==> src/rtl/bp_check_queue.sv <==
// In-flight branch prediction queue: records predictions at fetch, checks them in order
// at execute, and produces BHT update and mispredict-redirect pulses one cycle later.
module bp_check_queue #(
    parameter int DEPTH = 4
) (
    input  logic                     clk,
    input  logic                     reset,
    input  logic                     flush,
    input  logic                     enq_valid,
    output logic                     enq_ready,
    input  logic [31:0]              enq_pc,
    input  logic                     enq_pred_taken,
    input  logic [31:0]              enq_pred_pc,
    input  logic                     res_valid,
    input  logic                     res_taken,
    input  logic [31:0]              res_target,
    output logic                     mispredict,
    output logic [31:0]              redirect_pc,
    output logic                     bht_is_write,
    output logic [31:0]              bht_executed_pc,
    output logic [31:0]              bht_dest_pc,
    output logic                     bht_is_taken,
    output logic [$clog2(DEPTH):0]   count,
    output logic                     underflow
);

    localparam int PW = $clog2(DEPTH);
    localparam int CW = PW + 1;
    localparam logic [CW-1:0] FULL = CW'(DEPTH);

    logic [31:0] pc_mem   [DEPTH];
    logic        pt_mem   [DEPTH];
    logic [31:0] ppc_mem  [DEPTH];

    logic [PW-1:0] head_reg, head_next;
    logic [PW-1:0] tail_reg, tail_next;
    logic [CW-1:0] count_reg, count_next;

    logic        mispredict_reg, mispredict_next;
    logic [31:0] redirect_pc_reg, redirect_pc_next;
    logic        bht_is_write_reg, bht_is_write_next;
    logic [31:0] bht_executed_pc_reg, bht_executed_pc_next;
    logic [31:0] bht_dest_pc_reg, bht_dest_pc_next;
    logic        bht_is_taken_reg, bht_is_taken_next;
    logic        underflow_reg, underflow_next;

    logic        enq_fire;
    logic        res_fire;
    logic        wrong;
    logic        res_wrong;
    logic        ram_we;
    logic [31:0] head_pc;
    logic        head_pt;
    logic [31:0] head_ppc;

    // Fullness is judged on the registered count, so a same-cycle pop never frees a slot.
    assign enq_ready = (count_reg != FULL);
    assign enq_fire  = enq_valid && enq_ready;
    assign res_fire  = res_valid && (count_reg != '0);

    assign head_pc  = pc_mem[head_reg];
    assign head_pt  = pt_mem[head_reg];
    assign head_ppc = ppc_mem[head_reg];

    assign wrong     = (head_pt != res_taken) || (res_taken && (head_ppc != res_target));
    assign res_wrong = res_fire && wrong;
    assign ram_we    = enq_fire && !res_wrong && !flush && !reset;

    always_ff @(posedge clk) begin
        if (ram_we) begin
            pc_mem[tail_reg]  <= enq_pc;
            pt_mem[tail_reg]  <= enq_pred_taken;
            ppc_mem[tail_reg] <= enq_pred_pc;
        end
    end

    always_comb begin
        head_next  = head_reg;
        tail_next  = tail_reg;
        count_next = count_reg;
        if (flush || res_wrong) begin
            // A mispredict squashes every younger entry along with any incoming one.
            head_next  = '0;
            tail_next  = '0;
            count_next = '0;
        end else begin
            if (res_fire) begin
                head_next = head_reg + 1'b1;
            end
            if (enq_fire) begin
                tail_next = tail_reg + 1'b1;
            end
            case ({enq_fire, res_fire})
                2'b10:   count_next = count_reg + 1'b1;
                2'b01:   count_next = count_reg - 1'b1;
                default: count_next = count_reg;
            endcase
        end
    end

    always_comb begin
        mispredict_next      = 1'b0;
        redirect_pc_next     = '0;
        bht_is_write_next    = 1'b0;
        bht_executed_pc_next = '0;
        bht_dest_pc_next     = '0;
        bht_is_taken_next    = 1'b0;
        underflow_next       = 1'b0;
        if (!flush) begin
            if (res_valid && (count_reg == '0)) begin
                underflow_next = 1'b1;
            end
            if (res_fire) begin
                bht_is_write_next    = 1'b1;
                bht_executed_pc_next = head_pc;
                bht_dest_pc_next     = res_target;
                bht_is_taken_next    = res_taken;
                if (wrong) begin
                    mispredict_next  = 1'b1;
                    // Not-taken fall-through skips the delay slot.
                    redirect_pc_next = res_taken ? res_target : (head_pc + 32'd8);
                end
            end
        end
    end

    always_ff @(posedge clk) begin
        if (reset) begin
            head_reg            <= '0;
            tail_reg            <= '0;
            count_reg           <= '0;
            mispredict_reg      <= 1'b0;
            redirect_pc_reg     <= '0;
            bht_is_write_reg    <= 1'b0;
            bht_executed_pc_reg <= '0;
            bht_dest_pc_reg     <= '0;
            bht_is_taken_reg    <= 1'b0;
            underflow_reg       <= 1'b0;
        end else begin
            head_reg            <= head_next;
            tail_reg            <= tail_next;
            count_reg           <= count_next;
            mispredict_reg      <= mispredict_next;
            redirect_pc_reg     <= redirect_pc_next;
            bht_is_write_reg    <= bht_is_write_next;
            bht_executed_pc_reg <= bht_executed_pc_next;
            bht_dest_pc_reg     <= bht_dest_pc_next;
            bht_is_taken_reg    <= bht_is_taken_next;
            underflow_reg       <= underflow_next;
        end
    end

    assign mispredict      = mispredict_reg;
    assign redirect_pc     = redirect_pc_reg;
    assign bht_is_write    = bht_is_write_reg;
    assign bht_executed_pc = bht_executed_pc_reg;
    assign bht_dest_pc     = bht_dest_pc_reg;
    assign bht_is_taken    = bht_is_taken_reg;
    assign count           = count_reg;
    assign underflow       = underflow_reg;

endmodule

==> config.mk <==
export PLATFORM = sky130hd
export DESIGN_NAME = bp_check_queue
export DESIGN_NICKNAME = d
export VERILOG_FILES = /design/src/rtl/bp_check_queue.sv
export SDC_FILE = /design/constraint.sdc
export NUM_CORES = 1
export LEC_CHECK = 0
export ABC_AREA = 1
export BUFFER_PORTS_ARGS = -buffer_cell sky130_fd_sc_hd__buf_2
export CAP_MARGIN = 20
export CORE_UTILIZATION = 57
export CTS_CLUSTER_DIAMETER = 120
export DETAILED_ROUTE_END_ITERATION = 10
export PLACE_DENSITY = 0.89
export SLEW_MARGIN = 30
export SYNTH_ARGS = -nofsm -noshare
export SYNTH_HDL_FRONTEND = slang
export SYNTH_SLANG_ARGS = --single-unit
==> constraint.sdc <==
create_clock -name clk -period 6.69 [get_ports clk]
set_input_delay 0.3345 -clock clk [delete_from_list [all_inputs] [get_ports clk]]
set_output_delay 0.3345 -clock clk [all_outputs]
set_load 0.02 [all_outputs]
After elaboration in Yosys (flattened, before gate mapping)

Memories as Yosys holds them, arrays and structs flattened. A register that Yosys moved wholly into a read port is not among the register bits.
Index checks and enable logic that the tools add are counted.

Input port bits: 103
Word-level logic and storage cells: 58
Memories kept: 3
Bits in writable memories: 260
Output and inout port bits: 104
Register bits: 107

Mux-type cells: 13
Bitwise logic cells: 2
Equal/unequal tests: 5
Reductions and logical operators: 20
Add/sub/neg operators: 5

Memory list:

| memory  | depth | width | read ports | clocked after Yosys merged registers in | write ports | RTL line | RTL |
|---|---|---|---|---|---|---|---|
| pc_mem  | 4     | 32    | 1          | 1                                       | 1           | 31       | `logic [31:0] pc_mem [DEPTH];` |
| ppc_mem | 4     | 32    | 1          | 1                                       | 1           | 33       | `logic [31:0] ppc_mem [DEPTH];` |
| pt_mem  | 4     | 1     | 1          | 1                                       | 1           | 32       | `logic pt_mem [DEPTH];` |

Operators with widths:

| operator              | number |
|---|---|
| $add 32x4->32 const B | 1 |
| $mux 32               | 1 |
| $ne 32x32->1          | 1 |
| $mux 2                | 6 |
| $logic_and 1x1->1     | 8 |
| $pmux 3 s2            | 1 |
| $mux 1                | 5 |
| $add 2x1->2 const B   | 2 |
| $reduce_or 2->1       | 2 |
| $reduce_or 4->1       | 1 |
| $add 3x1->3 const B   | 1 |
| $logic_not 1->1       | 3 |
| $logic_not 3->1       | 1 |
| $ne 3x3->1 const B    | 1 |
| $reduce_bool 3->1     | 1 |
| $reduce_or 3->1       | 1 |
| $sub 3x1->3 const B   | 1 |
| $eq 2x1->1 const B    | 1 |
| $eq 2x2->1 const B    | 1 |
| $logic_or 1x1->1      | 2 |
| $not 1->1             | 2 |
| $reduce_bool 2->1     | 1 |
| $ne 1x1->1            | 1 |

Logic depth before layout (Yosys ltp)

Word-level depth: 10
Gate-level depth with buffers: 17

Least setup slack after synthesis

Ideal clock, no wire load.

Kind: register to register
Start: register with a tool-made name
End: memory pc_mem[0][0] (enable)
Arrival: 4.260 ns
Library setup time: 0.489 ns
Buffers on the path: 2
Required time: 6.201 ns
Path slack: 1.942 ns
Stages on the path, launching flop included: 16
Cells stage by stage: dfxtp_1 -> buf_6 -> inv_6 -> buf_2 -> nand2_1 -> nand3_1 -> nand2_1 -> xor2_1 -> inv_1 -> nor2_1 -> nand2_1 -> nor2_1 -> nand3_1 -> nand3_1 -> nand3_1 -> nor2_1

RTL lines:

| element          | RTL line |
|---|---|
| end: declaration | 31 |

==> results.md <==
Status:
- The flow ran to the end, and the final reports show no timing, DRC or antenna violations.

Global routing:
- The initial antenna violation count is 4.
- The total global-route track usage is 29.8%.
- The total congestion overflow after global routing is 0.
- The first global-routing pass estimated 59.4 mm of wire.
- The maximum number of pins on one net before global-route repair is 136.
- The via count of the first global-routing pass is 11097.

Worst setup path:
- For the worst setup path, the data arrival time is 4880 ps.
- STA classifies the critical path endpoint as a register.
- The end of the worst register-to-register path is pc_mem[0][28].
- The worst setup path is launched from a register.
- Of all nets on the critical path, the largest fanout is 76.
- The required arrival time at the worst endpoint is 6840 ps.
- The register-to-register path setup slack is 1960 ps.
- The class of the most critical setup path is reg2reg.
- The worst reg-to-reg path cell count is 14.

Pwr:
- VDD sags by at most 235 uV.
- In this run, flip-flops and latches consume 53.0% of the power.
- The power density over the cells is 271 nW/um2.
- The fraction of power consumed by combinational cells is 5.5%.
- The switching share of power is 21.9%.
- The cell internal power dissipation is 3.65 mW.
- The power spent charging and discharging nets is 1.03 mW.
- The leakage component of the power is 7.39 nW.
- The clock network power share is 41.4%.

Synth:
- By area, the combinational part of the netlist is dominated by simple AND/OR/NAND/NOR gates.
- The mean area per synthesized cell is 10.4 um2.
- The synthesis-stage register bit count is 369.
- The area fraction of the dominant cell type after synthesis is 52.4%.
- The number of cells produced by synthesis is 1437.
- Sequential elements use 67.0% of the synthesized area.
- Summing the areas of all compound-gate instances in the mapped netlist gives 4.25% of the synthesized area.
- Summing the areas of all and, or, nand and nor instances in the mapped netlist gives 20.5% of the synthesized area.
- The total number of yosys warnings is 0.
- The share of cell area taken by muxes after synthesis is 0%.
- Ranked by total cell area, the synthesized netlist is headed by sky130_fd_sc_hd__edfxtp_1, sky130_fd_sc_hd__dfxtp_1, sky130_fd_sc_hd__nand2_1, sky130_fd_sc_hd__nand3_1, sky130_fd_sc_hd__nor2_1.
- Synthesis instantiated 36 different standard cells from the library.
- The synthesized netlist devotes 0.638% of its cell area to adder and majority cells.
- The number of nets in the synthesized netlist is 1547.
- The XOR/XNOR share of the synthesized area is 1.35%.
- sky130_fd_sc_hd__edfxtp_1 takes more of the synthesized area than any other cell.
- Summing every instance area after synthesis gives 14900 um2.

Job:
- Across the run, the number of max-cap violations was 0.

CTS:
- In this run, CTS created clock tree buffers numbering 37.
- The later pin in the worst-skew pair is clocked with a latency of 520 ps.
- The deepest level of the CTS H-tree is 2.
- Buffers added to address setup during post-CTS repair amount to 0.
- TritonCTS built the clock tree.
- The buffer levels on the longest clock path is 3.
- In this run, post-CTS hold repair placed 0 buffers.
- The clock tree root buffer cell is sky130_fd_sc_hd__clkbuf_16.
- The clock transition at the registers of the reported paths is 60 ps.
- The number of instances resized during post-cts repair is 0.
- The sink count of the clock tree is 369.

Routing:
- The first-pass detailed-route iteration total is 6.
- In the final routing, the length of wire on met1 measures 14.0 mm.
- The via count is 11412.
- The antenna violation net count after detailed routing is 0.
- After detailed routing, the met3 layer carries 4.59 mm of wire.
- The number of vias per cell is 5.73.
- In the routed design, unresolved DRC markers number 0.
- The initial detailed-routing violation count is 1578.
- The top routing layer in use is met5.
- Wire segments on met2 add up to 18.7 mm in the final route.
- The average detailed-routed wire length per instance is 19.9 um.
- The routed wire length is 39.7 mm.

Finish:
- The net count of the finished layout is 1744.
- The largest registers in the layout are pc_mem x128, ppc_mem x128.
- The area growth from synthesis to layout is 15.8%.
- The number of fill cells is 1781.
- The layout cell share with drive strength beyond 1 is 19.2%.
- The post-route non-filler standard cell count is 1992.

Timing:
- The final-layout worst hold slack is 30.3 ps.
- Counting I/O delays and the setup requirement, the final critical path takes 4730 ps.
- The number of max-slew violations in the final report came to 0.
- The final sum of negative setup slack is 0 ps.
- Derived from the worst setup path, the maximum achievable clock frequency is 211 MHz.
- The worst path meets setup with 1960 ps of slack.
- The period utilization is 70.7%.
- The clock arrives with 14.2 ps of skew.
- The relative slew slack is 41.7%.
- The hold violation count in the final report was 0.
- The number of endpoints failing setup at the final stage is 0.
- For the pin with the worst max-slew slack, the measured transition is 874 ps.
- Setup repair after global routing left no endpoint under its margin.

Floorplanning:
- The die height is 164 um.
- In this run the count of I/O pins placed on the die edge is 207.
- The die footprint is 26800 um2.
- Once the floorplan was initialized, standard cells occupied 58.7% of the core.
- The core box area is 25400 um2.
- The total number of placement rows is 58.
- The die is 164 um wide.

Placement:
- The number of placed instances, taps included, is 1923.
- The setup slack at placement is 2070 ps.
- The wire-length estimate of the detail-placed layout is 26.1 mm.
- The count of input and output buffers is 206.
- At the end of routability-driven placement, the weighted congestion stood at 0.937.

Hold path:
- Counting instances, the worst hold path has a depth of 1.
- The worst hold path begins at enq_pred_pc[3].
- The capture endpoint of the worst hold path is ppc_mem[0][3].
- The worst hold path belongs to the class in2reg.
## layout make-up
cell class / count / area (um2) / area share (%)
multi-input cells: 869 / 4020 / 23.3
clock buffers: 50 / 1020 / 5.90
inverters: 140 / 536 / 3.10
flip-flops and latches: 369 / 9990 / 57.9
repair buffers: 217 / 1180 / 6.83
diodes: 2 / 5.00 / 0.0290
clock inverters: 15 / 105 / 0.609
well taps: 330 / 413 / 2.39
## logic make-up after synthesis
group,after synthesis
and+or+nand+nor,733
xor gates and xnor gates,23
buffers and inverters,199
adders and majority gates,7
AOI/OAI and AO/OA,106
DFF,369
## stage by stage
stage | util (%) | cell area, um2 | total power, mW
2_1_floorplan | - | 14900 | 2.67
4_1_cts | 67.7 | 17200 | 4.68
5_1_grt | 68.0 | 17300 | 4.79
3_3_place_gp | 63.3 | 16100 | 2.77
3_5_place_dp | 63.3 | 16100 | 2.78
6_report | 68.0 | 17300 | 4.68
## layout by cell type, fill, tap and decap left out, drive strengths merged
master,count
a32o,3
ha,6
diode,2
nand4,9
buf,217
nor3,4
a32oi,2
xnor2,3
o21ai,51
nand3,133
and2,1
o22ai,1
inv,142
nor2,159
clkinv,11
clkinvlp,1
edfxtp,260
bufinv,1
fa,1
nand2,427
clkbuf,50
a21oi,23
xor2,20
o211ai,25
a22oi,1
dfxtp,109
## worst max path at each step
| stage | to |
|---|---|
| 2_1_floorplan | pc_mem[0][0] |
| 3_3_place_gp | pc_mem[0][27] |
| 3_5_place_dp | pc_mem[0][27] |
| 4_1_cts | pc_mem[0][31] |
| 5_1_grt | pc_mem[0][27] |
| 6_report | pc_mem[0][28] |
## synth_stat cells
library cell / count
sky130_fd_sc_hd__a21oi_1: 23
sky130_fd_sc_hd__a22oi_1: 1
sky130_fd_sc_hd__a32o_1: 3
sky130_fd_sc_hd__a32oi_1: 2
sky130_fd_sc_hd__and2_1: 1
sky130_fd_sc_hd__buf_1: 5
sky130_fd_sc_hd__buf_2: 20
sky130_fd_sc_hd__buf_4: 9
sky130_fd_sc_hd__buf_6: 16
sky130_fd_sc_hd__clkbuf_1: 9
sky130_fd_sc_hd__clkinv_1: 1
sky130_fd_sc_hd__dfxtp_1: 109
sky130_fd_sc_hd__edfxtp_1: 260
sky130_fd_sc_hd__fa_1: 1
sky130_fd_sc_hd__ha_1: 6
sky130_fd_sc_hd__inv_1: 128
sky130_fd_sc_hd__inv_2: 9
sky130_fd_sc_hd__inv_4: 1
sky130_fd_sc_hd__inv_6: 1
sky130_fd_sc_hd__nand2_1: 421
sky130_fd_sc_hd__nand2_2: 6
sky130_fd_sc_hd__nand3_1: 131
sky130_fd_sc_hd__nand3_2: 2
sky130_fd_sc_hd__nand4_1: 9
sky130_fd_sc_hd__nor2_1: 143
sky130_fd_sc_hd__nor2_2: 10
sky130_fd_sc_hd__nor2_4: 6
sky130_fd_sc_hd__nor3_1: 1
sky130_fd_sc_hd__nor3_2: 3
sky130_fd_sc_hd__o211ai_1: 22
sky130_fd_sc_hd__o211ai_2: 3
sky130_fd_sc_hd__o21ai_0: 36
sky130_fd_sc_hd__o21ai_1: 15
sky130_fd_sc_hd__o22ai_1: 1
sky130_fd_sc_hd__xnor2_1: 3
sky130_fd_sc_hd__xor2_1: 20
## worst max-delay path: stages, from the launching register on
cell and delay (ps):
sky130_fd_sc_hd__dfxtp_4 890, sky130_fd_sc_hd__buf_4 590, sky130_fd_sc_hd__nand2_1 100, sky130_fd_sc_hd__nand3_1 100, sky130_fd_sc_hd__nand2_1 80, sky130_fd_sc_hd__nand2_1 90
sky130_fd_sc_hd__o21ai_0 150, sky130_fd_sc_hd__nor2_1 160, sky130_fd_sc_hd__nand3_1 130, sky130_fd_sc_hd__nor2_1 130, sky130_fd_sc_hd__nand3_1 150, sky130_fd_sc_hd__nand3_1 140
sky130_fd_sc_hd__nand3_1 320, sky130_fd_sc_hd__nor2_4 540, sky130_fd_sc_hd__buf_4 720
## power by group through the flow
stage	sequential (mW)	combinational, mW	clock, mW
3_3_place_gp	2.53	0.239	0
6_report	2.48	0.259	1.94
3_5_place_dp	2.53	0.249	0
4_1_cts	2.48	0.253	1.95
2_1_floorplan	2.54	0.131	0
5_1_grt	2.48	0.280	2.03
## metal layers
| layer | track usage, % | vias to the layer above |
|---|---|---|
| li1 | - | 5144 |
| met1 | 36.8 | 5316 |
| met2 | 49.0 | 781 |
| met3 | 6.06 | 167 |
| met4 | 16.5 | 4 |
| met5 | 0 | - |
No activity file was read; power rests on OpenSTA's default activity.
